## src/rtl/mem_pkg.sv

```systemverilog
// Shared definitions for the memory round-robin arbiter: Avalon width
// defaults and the arbiter state encoding (also exported as arb_owner).
package mem_pkg;

  localparam int unsigned AV_ADDR_WIDTH = 20;
  localparam int unsigned AV_DATA_WIDTH = 16;

  typedef enum logic [1:0] {
    ST_IDLE  = 2'd0,
    ST_STIM  = 2'd1,
    ST_DRAIN = 2'd2,
    ST_CHECK = 2'd3
  } arb_state_e;

endpackage

```

## src/rtl/mem_rr_arb.sv

```systemverilog
// Two-master arbiter in front of sram_arb: the stim side issues reads, the
// check side issues writes; grants alternate after MAX_GRANT accepted beats.
module mem_rr_arb
  import mem_pkg::*;
#(
  parameter int ADDR_WIDTH = AV_ADDR_WIDTH,
  parameter int DATA_WIDTH = AV_DATA_WIDTH,
  parameter int BE_WIDTH   = DATA_WIDTH / 8,
  parameter int MAX_GRANT  = 4,
  parameter int MAX_PEND   = 4
) (
  input  logic                  clock,
  input  logic                  reset_n,
  output logic [ADDR_WIDTH-1:0] mem_address,
  output logic [BE_WIDTH-1:0]   mem_byteenable,
  output logic                  mem_read,
  input  logic [DATA_WIDTH-1:0] mem_readdata,
  input  logic                  mem_readdataready,
  output logic                  mem_write,
  output logic [DATA_WIDTH-1:0] mem_writedata,
  input  logic                  mem_waitrequest,
  input  logic [ADDR_WIDTH-1:0] stim_address,
  input  logic [BE_WIDTH-1:0]   stim_byteenable,
  input  logic                  stim_read,
  output logic [DATA_WIDTH-1:0] stim_readdata,
  output logic                  stim_readdataready,
  output logic                  stim_waitrequest,
  input  logic [ADDR_WIDTH-1:0] check_address,
  input  logic [BE_WIDTH-1:0]   check_byteenable,
  input  logic                  check_write,
  input  logic [DATA_WIDTH-1:0] check_writedata,
  output logic                  check_waitrequest,
  output logic [1:0]            arb_owner
);

  localparam int PW = $clog2(MAX_PEND + 1);
  localparam int BW = (MAX_GRANT > 1) ? $clog2(MAX_GRANT) : 1;
  localparam logic [PW-1:0] PEND_MAX   = PW'(MAX_PEND);
  localparam logic [BW-1:0] GRANT_LAST = BW'(MAX_GRANT - 1);

  arb_state_e      state_q, state_d;
  logic [BW-1:0]   burst_q, burst_d;
  logic [PW-1:0]   pend_q, pend_d;
  logic            rd_acc, wr_acc, acc, rd_ret, quota;

  assign mem_read  = (state_q == ST_STIM) && stim_read && (pend_q < PEND_MAX);
  assign mem_write = (state_q == ST_CHECK) && check_write;

  assign mem_address    = (state_q == ST_STIM) ? stim_address    : check_address;
  assign mem_byteenable = (state_q == ST_STIM) ? stim_byteenable : check_byteenable;
  assign mem_writedata  = check_writedata;

  assign stim_waitrequest  = (state_q != ST_STIM) || mem_waitrequest || (pend_q == PEND_MAX);
  assign check_waitrequest = (state_q != ST_CHECK) || mem_waitrequest;

  assign stim_readdata      = mem_readdata;
  assign stim_readdataready = mem_readdataready;
  assign arb_owner          = state_q;

  assign rd_acc = mem_read && !mem_waitrequest;
  assign wr_acc = mem_write && !mem_waitrequest;
  assign acc    = rd_acc || wr_acc;
  // A return with nothing outstanding is a stray pulse and is not counted.
  assign rd_ret = mem_readdataready && (pend_q != '0);
  assign quota  = acc && (burst_q == GRANT_LAST);

  always_comb begin
    pend_d = pend_q;
    if (rd_acc && !rd_ret)      pend_d = pend_q + 1'b1;
    else if (!rd_acc && rd_ret) pend_d = pend_q - 1'b1;
  end

  // CHECK is only entered with no reads in flight, so a write can never
  // overtake an outstanding read; otherwise the path goes through DRAIN.
  always_comb begin
    state_d = state_q;
    unique case (state_q)
      ST_IDLE: begin
        if (stim_read)        state_d = ST_STIM;
        else if (check_write) state_d = (pend_q == '0) ? ST_CHECK : ST_DRAIN;
      end
      ST_STIM: begin
        if (!stim_read) begin
          if (check_write) state_d = (pend_q == '0) ? ST_CHECK : ST_DRAIN;
          else             state_d = ST_IDLE;
        end else if (quota && check_write) begin
          state_d = (pend_d == '0) ? ST_CHECK : ST_DRAIN;
        end
      end
      ST_DRAIN: begin
        if (pend_q == '0) state_d = ST_CHECK;
      end
      ST_CHECK: begin
        if (!check_write)           state_d = stim_read ? ST_STIM : ST_IDLE;
        else if (quota && stim_read) state_d = ST_STIM;
      end
      default: state_d = ST_IDLE;
    endcase
  end

  always_comb begin
    burst_d = burst_q;
    if (state_d != state_q)              burst_d = '0;
    else if (acc && burst_q != GRANT_LAST) burst_d = burst_q + 1'b1;
  end

  always_ff @(posedge clock or negedge reset_n) begin
    if (!reset_n) begin
      state_q <= ST_IDLE;
      burst_q <= '0;
      pend_q  <= '0;
    end else begin
      state_q <= state_d;
      burst_q <= burst_d;
      pend_q  <= pend_d;
    end
  end

endmodule

```

## config.mk

```make
export PLATFORM = sky130hd
export DESIGN_NAME = mem_rr_arb
export DESIGN_NICKNAME = d
export VERILOG_FILES = /design/src/rtl/mem_pkg.sv /design/src/rtl/mem_rr_arb.sv
export SDC_FILE = /design/constraint.sdc
export NUM_CORES = 1
export LEC_CHECK = 0
export CAP_MARGIN = 25
export CELL_PAD_IN_SITES_DETAIL_PLACEMENT = 0
export CELL_PAD_IN_SITES_GLOBAL_PLACEMENT = 1
export CORE_UTILIZATION = 16
export CTS_CLUSTER_DIAMETER = 40
export DETAILED_ROUTE_END_ITERATION = 10
export PLACE_DENSITY = 0.89
export SYNTH_ARGS = -nofsm -noshare
export SYNTH_HDL_FRONTEND = slang
export SYNTH_SLANG_ARGS = --single-unit
```

## constraint.sdc

```tcl
create_clock -name clock -period 2.16 [get_ports clock]
set_input_delay 0.324 -clock clock [delete_from_list [all_inputs] [get_ports clock]]
set_output_delay 0.324 -clock clock [all_outputs]
set_load 0.005 [all_outputs]
```

Word level (Yosys, flattened, before mapping)
Cells that the tools add are included.
{"block": "totals", "word_cells": 58, "input_bits": 82, "output_inout_bits": 61, "ff_bits": 7}
{"block": "classes", "reduce_logical": 24, "eq_ne": 9, "order_cmp": 1, "n_mux": 18, "addsub": 3}
{"op": "$mux W2", "count": 11}
{"op": "$mux W20", "count": 1}
{"op": "$logic_and A1 B1 Y1", "count": 12}
{"op": "$pmux W2 S4", "count": 1}
{"op": "$eq A2 B2 Y1 const B", "count": 3}
{"op": "$logic_not A3 Y1", "count": 2}
{"op": "$mux W3", "count": 2}
{"op": "$logic_or A1 B1 Y1", "count": 4}
{"op": "$ne A2 B2 Y1 const B", "count": 2}
{"op": "$add A3 B1 Y3 const B", "count": 1}
{"op": "$eq A3 B3 Y1 const B", "count": 1}
{"op": "$logic_not A1 Y1", "count": 3}
{"op": "$lt A3 B3 Y1 const B", "count": 1}
{"op": "$mux W1", "count": 3}
{"op": "$reduce_bool A3 Y1", "count": 1}
{"op": "$sub A3 B1 Y3 const B", "count": 1}
{"op": "$add A2 B1 Y2 const B", "count": 1}
{"op": "$eq A2 B1 Y1 const B", "count": 1}
{"op": "$logic_not A2 Y1", "count": 1}
{"op": "$ne A2 B1 Y1 const B", "count": 1}
{"op": "$ne A2 B2 Y1", "count": 1}
{"op": "$reduce_bool A2 Y1", "count": 1}

Longest topological paths before layout
{"block": "logic_depth", "word_depth": 15, "mapped_depth": 6, "mapped_depth_nobuf": 6}

Least setup slack after synthesis
OpenSTA, ideal clock, no wires.
{"block": "synth_timing", "path_kind": "flip-flop to output port", "startpoint": "reg state_q[0], in the netlist arb_owner[0]", "endpoint": "out mem_address[10]", "stages_incl_launch_ff": 6, "setup_slack_ns": 0.478, "n_path_buf": 3, "required_time_ns": 1.836, "arrival_time_ns": 1.358, "cell_sequence": "dfrtp_1 buf_2 nand2b_1 clkbuf_1 buf_2 mux2_2"}
{"block": "synth_via", "elab_chain_cells": 2}
{"element": "start, declared", "line": "mem_rr_arb.sv:41", "rtl": "arb_state_e state_q, state_d;"}
{"element": "start signal, assigned", "line": "mem_rr_arb.sv:113", "rtl": "state_q <= state_d;"}
{"element": "$eq A2 B1 Y1", "line": "mem_rr_arb.sv:49", "rtl": "assign mem_address = (state_q == ST_STIM) ? stim_address : check_address;"}
{"element": "$mux W20", "line": "mem_rr_arb.sv:49"}
{"element": "end, declared", "line": "mem_rr_arb.sv:14", "rtl": "output logic [ADDR_WIDTH-1:0] mem_address,"}
Every way passes these cells.

Final worst setup path
{"block": "layout_timing", "startpoint": "reg state_q[0], in the netlist arb_owner[0]", "endpoint": "out mem_address[4]"}
The elaborated chain is that of the path after synthesis.

==> flow_metrics.tcl <==
set metrics [dict create \
    status "finished, violations left" \
    violations "design-rule violations" \
    vias 1075 \
    cts_buffers 3 \
    avgSynthCellArea_um2 8.37 \
    die_h_um 84.8 \
    layout-drive-gt1-share 0.177 \
    vdd.ir_drop.worst_mv 0.323 \
    antenna_cells 0 \
    synth-seq-cells 7 \
    port_buffers 78 \
    area_growth_pct 63.5 \
    grt_setup_unrepaired "no" \
    post_cts_buffers 0 \
    cts_max_path_buffers 2 \
    synth_nets 217 \
    max_freq_ghz 0.485 \
    report.final.setup_viol 0 \
    seqPwrFrac 0.157 \
    synth_top_area_share 0.226 \
    gp_congestion 0.714 \
    core_area_um2 6490 \
    syn_area_um2 1100 \
    synth_cell_types 33 \
    yosys_warnings 0 \
    min_period_ns 2.06 \
    maxCapViolations 0 \
    grt_antenna_before_repair 0 \
    hold_path_class "in2async" \
    cts_sinks 7 \
    max_slew_margin 0.717 \
    cts_resized 0 \
    drv_slew 0 \
    antenna_left 0 \
    die_w_um 84.8 \
    dr.pass1.iters 8 \
    num_io_pins 143 \
    worstMarginPinSlew_ns 0.423 \
    period_share 0.954 \
    path_clk_slew_ns 0.04 \
    start_util 0.169 \
    final.setup.tns_ns 0 \
    hold_buffers 0 \
    dp_hpwl_mm 2.65 \
    p_sw_frac 0.359 \
    vias_per_cell 4.17 \
    insertion_delay_ns 0.22 \
    grt_pass1_wl_mm 4.97 \
    yosysSeqAreaShare 0.160 \
    drt-total-wl_mm 3.16 \
    drc 12 \
    grt_max_degree 16 \
    die_area_um2 7190 \
    wl_per_cell_um 12.2 \
    finalHoldViolations 0 \
    cts_root_buf "clkbuf_8" \
    p_sw_uw 540 \
    p_comb_frac 0.724 \
    fin_skew_ns 0.00249 \
    crit_required_ns 1.84 \
    synth_area_leaders "buf_4 23%, mux2_2 23%, dfrtp_1 16%" \
    track_usage 0.0851 \
    cts_tree "yes" \
    synth_top_area_cell "buf_4" \
    internal_power_uw 964 \
    critical_path.startpoint_type "flip-flop" \
    drt-initial-drc-count 35 \
    grt_pass1_vias 1121 \
    critPathArrivalTime_ns 1.74 \
    num_rows 29 \
    nets 268 \
    p_leak_uw 0.000718 \
    cp_max_fo 15 \
    powerDensity_nw_per_um2 840 \
    finish.utilization 0.276 \
    cp-end-kind "primary output" \
    htreeDepth 1 \
    nFillCells 694 \
    pwr-share-clk 0.119 \
    grt-ovfl-total 0 \
    path_class "reg2out" \
    netlist_instances 131 \
]
## state kept, by name, summed over array words and instances (netlist names)
signal	count
pend_q	3
arb_owner	2
burst_q	2
## kinds of logic (layout without fill, tap and decap cells)
group                      after synthesis  in the layout  synth area share
AOI/OAI and AO/OA                       19             19             0.123
xor gates and xnor gates                 1              1           0.00799
adders and majority gates                4              4            0.0457
buffers and inverters                   45             95             0.272
DFF                                      7              7             0.160
muxes                                   23             23             0.235
and+or+nand+nor                         32             32             0.156
## layout make-up
| cell class | instances | area, µm² | share of cell area |
|---|---|---|---|
| multi-input combinational | 79 | 623 | 0.348 |
| sequential | 7 | 175 | 0.0978 |
| clock buffer | 4 | 45.0 | 0.0251 |
| timing repair buffer | 84 | 826 | 0.461 |
| inverter | 7 | 26.3 | 0.0147 |
| tap | 77 | 96.3 | 0.0538 |
## cell usage after synthesis
library cell and instances:
nand3_1 3, a221oi_1 1, nand3b_1 1, nor2_2 1, o21ai_0 4, nor3_1 3, or3b_1 1, o2bb2ai_1 1
or4_1 1, nor2b_1 3, inv_1 7, dfrtp_1 7, o211ai_1 3, or2b_1 1, nor2_1 6, nand2_1 7
a2111o_1 1, buf_4 33, nand4bb_1 1, o22a_1 1, mux2_2 22, a211o_1 1, mux2i_1 1, o31ai_1 1
a21oi_1 4, a22o_1 1, xor2_1 1, nand2b_1 3, clkbuf_1 1, buf_2 4, nand4_1 1, ha_1 4
a32o_1 1
## through the flow
stage | worst slack, ns | hold slack, ns | area (µm²) | std cells | power, µW
2_1_floorplan | 0.478 | 0.0284 | 1100 | 131 | 878
3_3_place_gp | 0.200 | 0.508 | 1750 | 254 | 1330
3_5_place_dp | 0.189 | 0.533 | 1750 | 254 | 1340
4_1_cts | 0.0685 | 0.382 | 1790 | 258 | 1530
5_1_grt | 0.0152 | 0.393 | 1790 | 258 | 1640
6_report | 0.0997 | 0.365 | 1790 | 258 | 1500
## power by group through the flow
stage          clock network [µW]  registers [µW]  logic [µW]
2_1_floorplan                   0             230         648
3_3_place_gp                    0             236        1090
3_5_place_dp                    0             239        1100
4_1_cts                       186             237        1110
5_1_grt                       196             246        1200
6_report                      178             237        1090
## path summary, 6_finish.rpt
path / from / end / slack [ns] / cells after the start
setup / recovery: arb_owner[0] / mem_address[4] / 0.1 / 4
hold / removal: reset_n / burst_q[1] / 0.37 / 1
setup reg to reg: pend_q[1] / arb_owner[0] / 0.44 / 6
hold reg to reg: burst_q[1] / burst_q[1] / 0.53 / 2
max in group asynchronous: reset_n / arb_owner[1] / 1.55 / 1
min in group clock: burst_q[1] / burst_q[1] / 0.53 / 2
## layer usage
metal / share of wire / global-route usage
met5: 0 / 0
met4: 0.016 / 0.0354
met2: 0.53 / 0.158
met3: 0.11 / 0.0364
met1: 0.34 / 0.0822
## placed cells by master, fill, tap and decap left out, types with 3 or more instances in the layout
master           count
nor3_1               3
o211ai_1             3
inv_1                7
nor2b_1              3
clkbuf_8             3
nand2_1              7
a21oi_1              4
nand2b_1             3
clkdlybuf4s50_1     78
mux2_2              22
o21ai_0              4
dfrtp_1              7
nand3_1              3
nor2_1               6
buf_4                6
ha_1                 4
## worst max-delay path, cell delays in order, from the launching register on
cell             delay, ns
dfrtp_1               0.36
nand2b_1              0.09
buf_4                 0.23
mux2_2                0.36
clkdlybuf4s50_1       0.47
Note: power is estimated with default switching activity, not from simulation.
